**config.mk**
```make
export PLATFORM = sky130hd
export DESIGN_NAME = alu_arbiter
export DESIGN_NICKNAME = d
export VERILOG_FILES = /design/src/rtl/alu_pkg.sv /design/src/rtl/alu.sv /design/src/rtl/alu_arbiter.sv
export SDC_FILE = /design/constraint.sdc
export NUM_CORES = 1
export LEC_CHECK = 0
export CORE_UTILIZATION = 55
export DETAILED_ROUTE_END_ITERATION = 10
export PLACE_DENSITY = 0.82
export SLEW_MARGIN = 20
export SYNTH_ARGS = -nofsm -noshare
export SYNTH_HDL_FRONTEND = slang
export SYNTH_HIERARCHICAL = 1
export SYNTH_SLANG_ARGS = --single-unit
```
**constraint.sdc**
```tcl
create_clock -name clk -period 3.24 [get_ports clk]
set_input_delay 0.324 -clock clk [delete_from_list [all_inputs] [get_ports clk]]
set_output_delay 0.324 -clock clk [all_outputs]
set_load 0.005 [all_outputs]
```
**src/rtl/alu_pkg.sv**
```systemverilog
// Shared definitions for the ALU and the two-requester ALU arbiter:
// FSM states, default widths and ALU select codes.
package alu_pkg;

    localparam int WIDTH_DEF = 16;
    localparam int OPW_DEF   = 4;

    typedef enum logic [1:0] {
        IDLE = 2'd0,
        EXEC = 2'd1,
        RESP = 2'd2
    } state_t;

    // ALU select codes; 13..15 are unused and produce the default result.
    localparam logic [3:0] ALU_ADD = 4'd0;
    localparam logic [3:0] ALU_SUB = 4'd1;
    localparam logic [3:0] ALU_AND = 4'd2;
    localparam logic [3:0] ALU_OR  = 4'd3;
    localparam logic [3:0] ALU_XOR = 4'd4;
    localparam logic [3:0] ALU_SLL = 4'd5;
    localparam logic [3:0] ALU_SRL = 4'd6;
    localparam logic [3:0] ALU_SRA = 4'd7;
    localparam logic [3:0] ALU_SLT = 4'd8;
    localparam logic [3:0] ALU_BEQ = 4'd9;
    localparam logic [3:0] ALU_BNE = 4'd10;
    localparam logic [3:0] ALU_BLT = 4'd11;
    localparam logic [3:0] ALU_BGE = 4'd12;

endpackage

```
**src/rtl/alu.sv**
```systemverilog
// Combinational ALU: arithmetic/logic/shift results on f, signed overflow
// for add/sub on ovf, branch compare outcome on take_branch.
module alu
    import alu_pkg::*;
#(
    parameter int WIDTH = WIDTH_DEF,
    parameter int OPW   = OPW_DEF
) (
    input  logic [WIDTH-1:0] a,
    input  logic [WIDTH-1:0] b,
    input  logic [OPW-1:0]   s,
    output logic [WIDTH-1:0] f,
    output logic             ovf,
    output logic             take_branch
);

    localparam int SHW = $clog2(WIDTH);

    logic [WIDTH-1:0] sum;
    logic [WIDTH-1:0] diff;
    logic [SHW-1:0]   sh;
    logic             lt;
    logic             eq;

    assign sum  = a + b;
    assign diff = a - b;
    assign sh   = b[SHW-1:0];
    assign lt   = $signed(a) < $signed(b);
    assign eq   = (a == b);

    // Select the operation; unused codes leave everything at zero.
    always_comb begin
        f           = '0;
        ovf         = 1'b0;
        take_branch = 1'b0;
        case (s)
            OPW'(ALU_ADD): begin
                f   = sum;
                ovf = (a[WIDTH-1] == b[WIDTH-1]) && (sum[WIDTH-1] != a[WIDTH-1]);
            end
            OPW'(ALU_SUB): begin
                f   = diff;
                ovf = (a[WIDTH-1] != b[WIDTH-1]) && (diff[WIDTH-1] != a[WIDTH-1]);
            end
            OPW'(ALU_AND): f = a & b;
            OPW'(ALU_OR):  f = a | b;
            OPW'(ALU_XOR): f = a ^ b;
            OPW'(ALU_SLL): f = a << sh;
            OPW'(ALU_SRL): f = a >> sh;
            OPW'(ALU_SRA): f = $signed(a) >>> sh;
            OPW'(ALU_SLT): f = {{(WIDTH-1){1'b0}}, lt};
            OPW'(ALU_BEQ): take_branch = eq;
            OPW'(ALU_BNE): take_branch = !eq;
            OPW'(ALU_BLT): take_branch = lt;
            OPW'(ALU_BGE): take_branch = !lt;
            default: ;
        endcase
    end

endmodule

```
**src/rtl/alu_arbiter.sv**
```systemverilog
// Round-robin arbiter sharing one ALU between two requesters. A request is
// accepted in IDLE, evaluated in EXEC and held as a response in RESP until
// the consumer takes it.
module alu_arbiter
    import alu_pkg::*;
#(
    parameter int WIDTH = WIDTH_DEF,
    parameter int OPW   = OPW_DEF
) (
    input  logic             clk,
    input  logic             rst,
    input  logic             r0_valid,
    output logic             r0_ready,
    input  logic [WIDTH-1:0] r0_a,
    input  logic [WIDTH-1:0] r0_b,
    input  logic [OPW-1:0]   r0_s,
    input  logic             r1_valid,
    output logic             r1_ready,
    input  logic [WIDTH-1:0] r1_a,
    input  logic [WIDTH-1:0] r1_b,
    input  logic [OPW-1:0]   r1_s,
    output logic             rsp_valid,
    input  logic             rsp_ready,
    output logic             rsp_id,
    output logic [WIDTH-1:0] rsp_f,
    output logic             rsp_ovf,
    output logic             rsp_take_branch,
    output logic             busy,
    output logic [15:0]      op_count
);

    state_t           state_q, state_d;
    logic             last_q, last_d;
    logic [WIDTH-1:0] a_q, a_d, b_q, b_d;
    logic [OPW-1:0]   s_q, s_d;
    logic             id_q, id_d;
    logic [WIDTH-1:0] rsp_f_q, rsp_f_d;
    logic             rsp_ovf_q, rsp_ovf_d;
    logic             rsp_tb_q, rsp_tb_d;
    logic             rsp_id_q, rsp_id_d;
    logic [15:0]      cnt_q, cnt_d;

    logic [1:0]       req_valid;
    logic [1:0]       grant;
    logic [1:0]       ready_vec;
    logic             accept;
    logic             win_id;
    logic [WIDTH-1:0] alu_f;
    logic             alu_ovf;
    logic             alu_tb;

    assign req_valid = {r1_valid, r0_valid};

    // A requester wins when it is alone, or on a tie when the other one was granted last.
    generate
        for (genvar gi = 0; gi < 2; gi++) begin : g_arb
            assign grant[gi]     = req_valid[gi] && (!req_valid[1-gi] || (last_q != 1'(gi)));
            assign ready_vec[gi] = grant[gi] && (state_q == IDLE) && !rst;
        end
    endgenerate

    assign r0_ready = ready_vec[0];
    assign r1_ready = ready_vec[1];
    assign accept   = |ready_vec;
    assign win_id   = ready_vec[1];

    alu #(
        .WIDTH (WIDTH),
        .OPW   (OPW)
    ) u_alu (
        .a           (a_q),
        .b           (b_q),
        .s           (s_q),
        .f           (alu_f),
        .ovf         (alu_ovf),
        .take_branch (alu_tb)
    );

    // Next-state logic: capture on accept, register ALU result in EXEC, count on handshake.
    always_comb begin
        state_d   = state_q;
        last_d    = last_q;
        a_d       = a_q;
        b_d       = b_q;
        s_d       = s_q;
        id_d      = id_q;
        rsp_f_d   = rsp_f_q;
        rsp_ovf_d = rsp_ovf_q;
        rsp_tb_d  = rsp_tb_q;
        rsp_id_d  = rsp_id_q;
        cnt_d     = cnt_q;
        case (state_q)
            IDLE: begin
                if (accept) begin
                    a_d     = win_id ? r1_a : r0_a;
                    b_d     = win_id ? r1_b : r0_b;
                    s_d     = win_id ? r1_s : r0_s;
                    id_d    = win_id;
                    last_d  = win_id;
                    state_d = EXEC;
                end
            end
            EXEC: begin
                rsp_f_d   = alu_f;
                rsp_ovf_d = alu_ovf;
                rsp_tb_d  = alu_tb;
                rsp_id_d  = id_q;
                state_d   = RESP;
            end
            RESP: begin
                if (rsp_ready) begin
                    cnt_d   = cnt_q + 16'd1;
                    state_d = IDLE;
                end
            end
            default: state_d = IDLE;
        endcase
    end

    // State register; reset drops any in-flight work and favours requester 0 on the first tie.
    always_ff @(posedge clk) begin
        if (rst) begin
            state_q   <= IDLE;
            last_q    <= 1'b1;
            a_q       <= '0;
            b_q       <= '0;
            s_q       <= '0;
            id_q      <= 1'b0;
            rsp_f_q   <= '0;
            rsp_ovf_q <= 1'b0;
            rsp_tb_q  <= 1'b0;
            rsp_id_q  <= 1'b0;
            cnt_q     <= 16'd0;
        end else begin
            state_q   <= state_d;
            last_q    <= last_d;
            a_q       <= a_d;
            b_q       <= b_d;
            s_q       <= s_d;
            id_q      <= id_d;
            rsp_f_q   <= rsp_f_d;
            rsp_ovf_q <= rsp_ovf_d;
            rsp_tb_q  <= rsp_tb_d;
            rsp_id_q  <= rsp_id_d;
            cnt_q     <= cnt_d;
        end
    end

    assign rsp_valid       = (state_q == RESP);
    assign busy            = (state_q != IDLE);
    assign rsp_f           = rsp_f_q;
    assign rsp_ovf         = rsp_ovf_q;
    assign rsp_take_branch = rsp_tb_q;
    assign rsp_id          = rsp_id_q;
    assign op_count        = cnt_q;

endmodule

```
==> out/summary.txt <==
status = finished, final reports clean
type of the worst setup path = reg2reg
CTS hold repair buffers = 0
period utilization = 94.4%
clock power share = 29.4%
pre-CTS WS = 0.307 ns
simple-gate share of the synthesized area = 24.2%
sequential share of power = 26.5%
Total Routing Usage GR = 40.0%
Net Count, Synth = 1135
CTS tree = yes
IO Port Bufs = 115
die height = 116 µm
layout cells sized above 1 = 9.77%
vias in the first global route = 7728
gr ovfl total = 0
final wirelength = 26.1 mm
average size of a mapped cell = 7.17 µm²
Compound-Gate Fraction of Synth Area = 27.0%
largest net degree at the start of global routing = 75
Post-CTS Setup Bufs = 0
Placed Instances = 1272
Pwr Density = 459 mW/mm²
# resized after CTS = 0
Die Wd = 116 µm
global-route wire length before repair = 41.2 mm
die area = 0.0136 mm²
total power = 4130 µW
Max Cap Viol = 0
yosys warns = 6
largest family of logic cells by synthesized area = compound AO/OA/AOI/OAI gates
CTS Sinks = 75
XOR/XNOR Fraction of Synth Area = 1.94%
DR pass1 iterations = 9
Synth cell types = 84
CTS buffer count = 9
combinational power share = 44.1%
CP Launch Type = flop
Layout Cells excl Fill = 1288
RSZ-0062 raised after global routing = no
clock latency on the worst-skew pair = 0.36 ns
Tightest Pin Transition = 0.840 ns
mux cell area share after synthesis = 8.54%
post-DR wirelength/cell = 20.2 µm
post-synthesis adder-cell area fraction = 9.41%
P&R area growth vs syn = 24.8%
Final Hold Viols = 0
Psw = 1640 µW
crit path max fanout = 9
H-tree depth reported by CTS = 3
core footprint = 0.0127 mm²
RR Startpoint = b_q[6]
Crit. End Element = flop
worst ir drop on vdd = 0.352 mV
Rows = 41
cell area after synthesis = 0.00721 mm²
Root Buffer Master = clkbuf_16
Max Fclk = 327 MHz
PnR worst setup slack = 0.183 ns
violation count after the first detailed-routing iteration = 1286
Fill cells = 1076
Post-synth EDFFs = 0
Worst EP arrival = 3.35 ns
via count = 8393
Rel. slew slack = 44.0%
Final ANT Viol Nets = 0
Initial Util = 56.7%
clk slew on worst S/H paths = 0.07 ns
Top FF cell, synth = dfxtp_1
DP HPWL = 19.8 mm
Seq/Total Area, Yosys = 20.8%
n_diodes = 0
Req. time, crit path = 3.53 ns
gpl congestion = 1.09
clock tree buffer depth = 2
Post-layout nets = 1241
Hold/Removal Path Class = reg2reg
io pins = 116
register bit total from synthesis = 75
P_leak = 0.00349 µW
Slew Limit Fails = 0
Final Critical Period = 3.06 ns
worst min-delay path startpoint = rsp_f[10]
Int Power = 2490 µW
Post-synth ARST share = 0%
post-route DRC violation count = 0
DR vias/cell = 6.52
hold slack = 0.453 ns
Sw Share = 39.8%
CP startpoint = b_q[6]
initial antenna violation count = 0
Max Clock Skew = 0.0140 ns
cells after synthesis = 1005
Setup TNS Final = 0 ns
# setup viols final = 0
layer usage:
metal	up-vias	part of all wire [%]	wire length [µm]	GRT usage (%)
li1	3816	-	-	-
met1	3773	41	10600	55.4
met4	0	5.3	1370	20.1
met5	-	0	0	0
met2	668	41	10800	57.4
met3	136	13	3260	9.86
synthesized netlist by cell type, types with 5 or more instances:
master    number  area, µm²
a211o_1        7       61.3
a211oi_1       9       67.6
a21o_1         5       37.5
a21oi_1       80        400
a221o_1        5       50.1
a221oi_1       5       43.8
a22oi_1        7       52.6
a311oi_1      37        324
a31oi_1       12       75.1
and2_1         6       37.5
buf_2         20        100
buf_6          6       67.6
clkbuf_1      42        158
dfxtp_1       75       1500
ha_1          51        638
inv_1         56        210
mux2i_1       33        330
mux4_2         7        158
nand2_1      179        672
nand2b_1       6       37.5
nand3_1       23        115
nand4_1        8       50.1
nor2_1       103        387
nor2b_1       10       62.6
nor3_1        16       80.1
nor4_1        12       75.1
o211ai_1       9       67.6
o21ai_0       52        260
o22ai_1        7       43.8
o31ai_1        7       52.6
or3_1          6       37.5
xnor2_1       10       87.6
xor2_1         6       52.6
state kept, by name (all words and copies together), names as in the netlist, 2 cells and up:
| signal | cells |
|---|---|
| rsp_f | 16 |
| state_q | 2 |
| s_q | 4 |
| op_count | 16 |
| b_q | 16 |
| a_q | 16 |
per-stage QoR:
step	utilization (%)	instance area, µm²
finish	70.7	9000
global route	70.7	9000
CTS	70.7	9000
detailed placement	68.0	8650
global placement	68.0	8650
floorplan	-	7210
final cells by class:
cell class / instances / area [µm²] / share of cell area [%]
Multi-Input combinational cell: 796 / 5140 / 57.2
Timing Repair Buffer: 169 / 1560 / 17.4
Clock buffer: 9 / 225 / 2.50
Clock inverter: 7 / 124 / 1.38
Tap cell: 172 / 215 / 2.39
Inverter: 60 / 225 / 2.50
Sequential cell: 75 / 1500 / 16.7
logic make-up (layout without fill, tap and decap cells):
family                   Yosys count  count (layout)
XOR/XNOR                          16              16
AND/OR/NAND/NOR                  392             392
multiplexers                      48              48
adder cells (fa/ha/maj)           53              53
buffers and inverters            134             245
flip-flops                        75              75
AO/OA/AOI/OAI                    287             287
worst max-delay path: stages, from the launching register on:
cell	delay, ns
dfxtp_1	0.42
inv_1	0.09
ha_1	0.51
inv_1	0.14
a21oi_1	0.38
o211ai_2	0.25
a21oi_1	0.39
o21ai_0	0.18
a41o_1	0.21
a21oi_1	0.22
nand2_1	0.09
a21oi_1	0.12
power by group through the flow:
stage                     clock (µW)  combinational [µW]  sequential (µW)
after global placement             0                1740             1100
after global routing            1260                1950             1100
after CTS                       1210                1750             1090
after detailed placement           0                1740             1110
final                           1210                1820             1090
after floorplan                    0                1140             1080
placed cells by master, fill, tap and decap left out, drive strengths merged, types with 13 or more instances in the layout:
cell,count
nor3,17
clkdlybuf4s50,114
ha,51
dfxtp,75
a311oi,37
nand2,180
nor2,103
o21ai,58
a21oi,80
nand3,23
inv,62
a31oi,13
buf,55
nor4,13
mux2i,34
path summary, 6_finish.rpt:
kind / slack [ns] / end / cells after the start
min: 0.45 / rsp_f[10] / 2
min reg2reg: 0.45 / rsp_f[10] / 2
max reg2reg: 0.18 / rsp_f[0] / 11
max: 0.18 / rsp_f[0] / 11
Note: power is estimated with default switching activity, not from simulation.
